File: src/rtl/pipe_ctrl_pkg.sv
// Shared types and default latencies for the pipeline sequencing controller.
package pipe_ctrl_pkg;

  typedef enum logic [1:0] {
    RUN      = 2'd0,
    MDU_BUSY = 2'd1
  } ctrl_state_t;

  localparam int MUL_LAT_DEF = 4;
  localparam int DIV_LAT_DEF = 12;

endpackage

File: src/rtl/sat_counter.sv
// Saturating up-counter with synchronous clear; clear takes priority over increment.
module sat_counter #(
  parameter int W = 32
) (
  input  logic         clk,
  input  logic         rst_n,
  input  logic         inc,
  input  logic         clr,
  output logic [W-1:0] q
);

  localparam logic [W-1:0] ONE = {{(W-1){1'b0}}, 1'b1};

  // Count register: holds at all-ones instead of wrapping.
  always_ff @(posedge clk or negedge rst_n) begin
    if (!rst_n) begin
      q <= '0;
    end else if (clr) begin
      q <= '0;
    end else if (inc && (q != '1)) begin
      q <= q + ONE;
    end else begin
      q <= q;
    end
  end

endmodule

File: src/rtl/pipe_ctrl.sv
// Pipeline sequencing controller: turns hazard, redirect, memory wait and mul/div
// occupancy into per-stage load enables, bubbles/flushes and perf counters.
module pipe_ctrl
  import pipe_ctrl_pkg::*;
#(
  parameter int MUL_LAT = MUL_LAT_DEF,
  parameter int DIV_LAT = DIV_LAT_DEF,
  parameter int CNT_W   = 32
) (
  input  logic             clk,
  input  logic             rst_n,
  input  logic             hazard_stall,
  input  logic             flush_req,
  input  logic             dmem_wait,
  input  logic             mdu_start,
  input  logic             mdu_is_div,
  input  logic             cnt_clr,
  output logic             en_pc,
  output logic             en_s2,
  output logic             en_s3,
  output logic             en_s4,
  output logic             en_s5,
  output logic             en_s6,
  output logic             flush_s2,
  output logic             bubble_s3,
  output logic             bubble_s4,
  output logic             mdu_ce,
  output logic             mdu_ready,
  output logic [1:0]       ctrl_state,
  output logic [CNT_W-1:0] stall_cnt,
  output logic [CNT_W-1:0] flush_cnt
);

  localparam int CW = $clog2(DIV_LAT) + 1;
  localparam logic [CW-1:0] CNT_ONE  = {{(CW-1){1'b0}}, 1'b1};
  localparam logic [CW-1:0] MUL_LOAD = CW'(MUL_LAT - 1);
  localparam logic [CW-1:0] DIV_LOAD = CW'(DIV_LAT - 1);

  ctrl_state_t   state_r, state_nxt_s;
  logic [CW-1:0] mdu_cnt_r, mdu_cnt_nxt_s;

  // State and occupancy counter registers.
  always_ff @(posedge clk or negedge rst_n) begin
    if (!rst_n) begin
      state_r   <= RUN;
      mdu_cnt_r <= '0;
    end else begin
      state_r   <= state_nxt_s;
      mdu_cnt_r <= mdu_cnt_nxt_s;
    end
  end

  // Next-state and Mealy output decode, highest priority first.
  always_comb begin
    state_nxt_s   = state_r;
    mdu_cnt_nxt_s = mdu_cnt_r;
    en_pc         = 1'b1;
    en_s2         = 1'b1;
    en_s3         = 1'b1;
    en_s4         = 1'b1;
    en_s5         = 1'b1;
    en_s6         = 1'b1;
    flush_s2      = 1'b0;
    bubble_s3     = 1'b0;
    bubble_s4     = 1'b0;
    mdu_ce        = 1'b0;
    mdu_ready     = 1'b0;
    if (dmem_wait) begin
      // Whole pipe frozen; the MDU clock is gated so occupancy stretches.
      en_pc = 1'b0;
      en_s2 = 1'b0;
      en_s3 = 1'b0;
      en_s4 = 1'b0;
      en_s5 = 1'b0;
      en_s6 = 1'b0;
    end else if ((state_r == RUN) && mdu_start) begin
      en_pc         = 1'b0;
      en_s2         = 1'b0;
      en_s3         = 1'b0;
      bubble_s4     = 1'b1;
      mdu_ce        = 1'b1;
      mdu_cnt_nxt_s = mdu_is_div ? DIV_LOAD : MUL_LOAD;
      state_nxt_s   = MDU_BUSY;
    end else if ((state_r == MDU_BUSY) && (mdu_cnt_r > CNT_ONE)) begin
      en_pc         = 1'b0;
      en_s2         = 1'b0;
      en_s3         = 1'b0;
      bubble_s4     = 1'b1;
      mdu_ce        = 1'b1;
      mdu_cnt_nxt_s = mdu_cnt_r - CNT_ONE;
    end else begin
      if (state_r == MDU_BUSY) begin
        mdu_ready     = 1'b1;
        mdu_ce        = 1'b1;
        mdu_cnt_nxt_s = '0;
        state_nxt_s   = RUN;
      end else begin
        state_nxt_s = RUN;
      end
      // A hazard stall suppresses the redirect; the branch resolves again next cycle.
      if (hazard_stall) begin
        en_pc     = 1'b0;
        en_s2     = 1'b0;
        bubble_s3 = 1'b1;
      end else if (flush_req) begin
        flush_s2 = 1'b1;
      end else begin
        flush_s2 = 1'b0;
      end
    end
  end

  assign ctrl_state = state_r;

  sat_counter #(.W(CNT_W)) u_stall_cnt (
    .clk   (clk),
    .rst_n (rst_n),
    .inc   (~en_pc),
    .clr   (cnt_clr),
    .q     (stall_cnt)
  );

  sat_counter #(.W(CNT_W)) u_flush_cnt (
    .clk   (clk),
    .rst_n (rst_n),
    .inc   (flush_s2),
    .clr   (cnt_clr),
    .q     (flush_cnt)
  );

endmodule

File: config.mk
export PLATFORM = sky130hd
export DESIGN_NAME = pipe_ctrl
export DESIGN_NICKNAME = d
export VERILOG_FILES = /design/src/rtl/pipe_ctrl_pkg.sv /design/src/rtl/sat_counter.sv /design/src/rtl/pipe_ctrl.sv
export SDC_FILE = /design/constraint.sdc
export NUM_CORES = 1
export LEC_CHECK = 0
export CAP_MARGIN = 20
export CORE_UTILIZATION = 52
export DETAILED_ROUTE_END_ITERATION = 16
export PLACE_DENSITY = 0.86
export SLEW_MARGIN = 30
export SYNTH_ARGS = -nofsm -noshare
export SYNTH_HDL_FRONTEND = slang
export SYNTH_HIERARCHICAL = 1
export SYNTH_SLANG_ARGS = --single-unit
File: constraint.sdc
create_clock -name clk -period 3.4 [get_ports clk]
set_input_delay 0.68 -clock clk [delete_from_list [all_inputs] [get_ports clk]]
set_output_delay 0.68 -clock clk [all_outputs]
set_load 0.05 [all_outputs]
; ---- Word-level counts from Yosys, hierarchy flattened
; Cells that the tools add are included.
[word_totals]
reg_bits = 71
input_bits = 8
output_inout_bits = 77
word_cells = 61
[op_classes]
add_sub_neg = 3
order_cmp = 1
eq_ne = 4
n_mux = 37
bitwise_logic = 2
reduce_logical = 10
[op_table]
columns = cell, n
row1 = 32-bit 2-to-1 mux, 4
row2 = 32-bit by 1-bit adder with 32-bit output (second input constant), 2
row3 = 32-bit != test (second input constant), 2
row4 = 1-bit 2-to-1 mux, 27
row5 = 5-bit 2-to-1 mux, 3
row6 = 5-bit by 1-bit greater-than comparator with 1-bit output (second input constant), 1
row7 = 5-bit by 1-bit subtractor with 5-bit output (second input constant), 1
row8 = 1-bit logical AND, 4
row9 = 2-bit 2-to-1 mux, 2
row10 = 4-bit 2-to-1 mux, 1
row11 = 2-bit AND reduction, 2
row12 = 2-bit nonzero test, 2
row13 = 3-bit nonzero test, 1
row14 = 2-bit by 1-bit == test with 1-bit output (second input constant), 1
row15 = 2-bit logical NOT, 1
row16 = 2-bit != test (second input constant), 1
row17 = 1-bit inverter, 2

; ---- Depth between registers and ports, before layout
[logic_depth]
depth_word = 9
depth_mapped = 12
depth_no_buf = 10

; ---- Hierarchy
; The synthesis kept the hierarchy.
[by_module_without_submodules]
columns = mod, n_inst, cells_per_inst, area_each_um2, seq_area_each_um2
row1 = sat_counter, 2, 198, 1854.3, 800.8
row2 = pipe_ctrl, 1, 58, 504.2, 150.1

; ---- Least setup slack after synthesis
; OpenSTA, ideal clock, no wires.
[synth_timing]
path_type = reg2reg
startpoint = register state_r[0] (netlist: ctrl_state[0])
endpoint = register u_flush_cnt.q[31]
setup_ps = 125
arrival_time_ps = 4369
setup_slack_ps = -1093
path_stages_with_launch = 11
path_buffers = 2
period_less_slack_ps = 4493
path_cell_list = dfrtp_1 > buf_4 > nor2_1 > a31oi_2 > nor4b_1 > and3_1 > nand4_1 > a21o_1 > buf_2 > nor4_1 > mux2_2
[synth_between]
elab_chain_cells = 7
elab_cells_between_ends = 9
classes_between = 1 x eq/ne / 3 x mux / 5 x reduce/logical
[synth_lines]
columns = element, line
row1 = "start, declared", pipe_ctrl.sv:39  ; ctrl_state_t state_r, state_nxt_s;
row2 = "start signal, assigned", pipe_ctrl.sv:48  ; state_r <= state_nxt_s;
row3 = 2-bit by 1-bit == test with 1-bit output, pipe_ctrl.sv:84  ; end else if ((state_r == MDU_BUSY) && (mdu_cnt_r > CNT_ONE)) begin
row4 = 1-bit logical AND, pipe_ctrl.sv:84
row5 = 1-bit 2-to-1 mux, pipe_ctrl.sv:84
row6 = 1-bit 2-to-1 mux *, pipe_ctrl.sv:76  ; end else if ((state_r == RUN) && mdu_start) begin
row7 = 1-bit 2-to-1 mux *, pipe_ctrl.sv:68  ; if (dmem_wait) begin
row8 = named net flush_s2, pipe_ctrl.sv:24  ; output logic flush_s2,
row9 = 1-bit logical AND *, sat_counter.sv:20  ; end else if (inc && (q != '1)) begin
row10 = 2-bit nonzero test (no source line) *, n/a
row11 = "end signal, assigned", sat_counter.sv:21  ; q <= q + ONE;
row12 = "end signal, assigned", sat_counter.sv:23  ; q <= q;
row13 = "end, declared", sat_counter.sv:9  ; output logic [W-1:0] q
; Mark *: on every way through the listed nets, which the timed path passes. The rest lies on a longest branch.
; A chain may end at the register's enable or synchronous reset.

; ---- Worst setup path after layout
[layout_timing]
startpoint = input port mdu_start
endpoint = register u_stall_cnt.q[29]
[layout_between]
elab_chain_cells = 6
[layout_lines]
columns = element, line
row1 = "start, declared", pipe_ctrl.sv:15  ; input logic mdu_start,
row2 = 1-bit logical AND, pipe_ctrl.sv:76
row3 = 1-bit 2-to-1 mux, pipe_ctrl.sv:76
row4 = 1-bit 2-to-1 mux, pipe_ctrl.sv:68
row5 = 1-bit inverter, pipe_ctrl.sv:118  ; .inc (~en_pc),
row6 = 1-bit logical AND, sat_counter.sv:20
row7 = 2-bit nonzero test (no source line), n/a
row8 = "end signal, assigned", sat_counter.sv:21
row9 = "end signal, assigned", sat_counter.sv:23
row10 = "end, declared", sat_counter.sv:9
; Every way passes these cells.

==> impl_metrics.toml <==
[synth]
syn_inst = 454
synth-simple-area-share_pct = 30.7
synth_compound_area_share_pct = 12.9
async_reset_ff_share_pct = 100
synth_xor_xnor_area_share_pct = 5.41
syn_nets = 466
syn_area_per_cell_um2 = 9.28
yosysWarnings = 6
synth_area_um2 = 4210
synthAdderAreaFrac_pct = 1.19
synth_flop_cell = "dfrtp_1"
synth_top_family_by_area = "simple AND/OR/NAND/NOR gates"
ys_seq_elements = 70
yosysSeqAreaShare_pct = 41.6
synth.area.mux_share_pct = 3.86
synth_edf_count = 0
ys_types = 56

[power]
max-vdd-ir-drop_mv = 0.254
power_frac_comb_pct = 22.6
p_switching_uw = 686
power.leakage_nw = 2.13
switching_share_pct = 32.3
internal-power_mw = 1.43
seq_power_share_pct = 44.5
clkPwrFrac_pct = 33.0
power.total_mw = 2.12
powerDensity_nw_per_um2 = 396

[finish]
layout_common_cells = "clkdlybuf4s50_1 (74), dfrtp_1 (70), nor2_1 (60)"
fillers = 610
stdcell_area_um2 = 5350
antenna_cells = 0
nNetsFinal = 547
syn2layout_area_growth_pct = 27.0
final_util_pct = 68.9
final_common_cell = "clkdlybuf4s50_1"
layout-drive-gt1-share_pct = 13.3
fin_cells = 642

[clock_network]
htreeDepth = 3
hold_buffers = 0
cts_num_sinks = 70
ctsResizeCount = 0
cts_buffer_depth = 2
post_cts_buffers = 0
cts_root_buffer = "clkbuf_8"
clkLatencyLatePin_ps = 340
clkSlewWorstSetupHoldPaths_ps = 80
cts_buffers = 9
tritoncts = "built"

[floorplan]
row_count = 32
die_w_um = 92.0
start_util_pct = 54.2
coreArea_um2 = 7770
fp.dieArea_um2 = 8470
die_y_um = 92.0
design.portCount = 85

[detailed_routing]
routed_wl_um = 10100
viasPerCell = 6.01
vias = 3859
drc_errors = 0
antenna_left = 0
dr.pass1.iters = 4
wire_per_inst_um = 15.7
drtIter0Drc = 256

[timing]
relSlewSlack_pct = 50.1
setup_viol = 0
period_needed_ps = 3170
fin_crit_sh_pct = 93.1
hold_slack_ps = 249
worst_slew_pin_slew_ps = 749
final.setup.worst_slack_ps = 233
rsz0062_at_grt = "no"
finClkSkew_ps = 7.31
finalSetupTns_ps = 0
slew_viol_final = 0
fmax_mhz = 316
hold_viol = 0

[critical_path]
crit_fanout = 11
critPathRequiredTime_ps = 3620
endpoint_kind = "flip-flop"
regToRegSetupSlack_ps = 300
r2r-start = "mdu_cnt_r[1]$_DFFE_PN0P_"
r2r_cells = 10
crit_arrival_ps = 3390
worstReg2RegEnd = "u_stall_cnt/q[29]$_DFFE_PN0P_"
start_kind = "primary input"
critical_path_class = "in2reg"

[placement]
dp_hpwl_um = 7180
io_buffer_count = 83
gp_congestion = 0.843
dp.cells = 626
dpl-instance-area_um2 = 5140
dp_slack_ps = 50.1

[global_routing]
grt_max_degree = 42
gr-total-overflow = 0
grt_pass1_wl_um = 16900
grt_pass1_vias = 3579
grt_usage_pct = 25.1
antenna_found_initial = 0

[job]
drv_cap = 0

[hold_path]
hold_class = "in2async"

[outcome]
status = "completed"
## flip-flops by register name, summed over array words and instances (netlist names)
name,flops
u_stall_cnt/q,32
u_flush_cnt/q,32
ctrl_state,1
mdu_cnt_r,5
## critical path, cell delays in order
cell and delay, ps:
clkdlybuf4s50_1 520, nor2_1 80, a31oi_2 320, or3_1 240
and3_1 300, nand4_1 150, a21o_1 300, nor4_1 390
mux2_2 390
## cell usage after synthesis, types with 4 or more instances
cell type	count	area share, %
a211oi_1	12	2.1
a21o_1	6	1.1
a21oi_1	23	2.7
a31o_2	4	0.83
and2_1	6	0.89
and3_1	15	2.2
buf_2	5	0.59
buf_4	7	1.2
clkbuf_1	8	0.71
dfrtp_1	70	42
ha_1	4	1.2
inv_1	19	1.7
mux2_2	10	2.7
nand2_1	22	2.0
nand2b_1	6	0.89
nand3_1	25	3.0
nand4_1	12	1.8
nor2_1	60	5.3
nor2b_1	15	2.2
nor3_1	11	1.3
nor4_1	8	1.2
nor4_2	4	1.2
o21ai_0	8	0.95
o31ai_1	7	1.2
or3_1	12	1.8
or4_1	6	1.1
xnor2_1	20	4.2
xor2_1	6	1.2
## cells by family after synthesis
group                      after synthesis
and+or+nand+nor                        224
AOI/OAI and AO/OA                       76
DFF                                     70
buffers and inverters                   39
xor gates and xnor gates                26
muxes                                   14
adders and majority gates                4
other                                    1
## layout make-up
cell class | count | area, um^2 | share of cell area (%)
Tap cell | 102 | 128 | 2.39
Clock buffer | 11 | 151 | 2.83
Sequential cell | 70 | 1750 | 32.7
Inverter | 19 | 71.3 | 1.33
Clock inverter | 5 | 57.6 | 1.08
Timing Repair Buffer | 90 | 893 | 16.7
Multi-Input combinational cell | 345 | 2300 | 42.9
## power groups by stage
| stage | combinational [mW] | clock (mW) | sequential, mW |
|---|---|---|---|
| after floorplan | 0.312 | 0 | 0.984 |
| after global routing | 0.515 | 0.748 | 0.953 |
| after global placement | 0.463 | 0 | 0.954 |
| after detailed placement | 0.479 | 0 | 0.957 |
| after CTS | 0.480 | 0.710 | 0.942 |
| final | 0.478 | 0.699 | 0.943 |
## layer usage
layer  track usage, %  routed length (um)  vias up
met3             2.99                 504       16
li1                 -                   -     1793
met2             42.1                5150      123
met4             10.4                 157        0
met1             32.8                4300     1927
met5                0                   0        -
## worst max path at each step
stage                                    end                       from  cells after the start  slack [ps]
2_1_floorplan                          en_s2  ctrl_state[0]$_DFFE_PN0P_                      5         180
3_3_place_gp   u_stall_cnt/q[31]$_DFFE_PN0P_                  mdu_start                      9         180
3_5_place_dp   u_stall_cnt/q[29]$_DFFE_PN0P_                  mdu_start                      9          50
4_1_cts        u_stall_cnt/q[29]$_DFFE_PN0P_                  mdu_start                      9         320
5_1_grt        u_stall_cnt/q[29]$_DFFE_PN0P_                  mdu_start                      9         130
6_report       u_stall_cnt/q[29]$_DFFE_PN0P_                  mdu_start                      9         230
(Power assumes the default switching activity.)
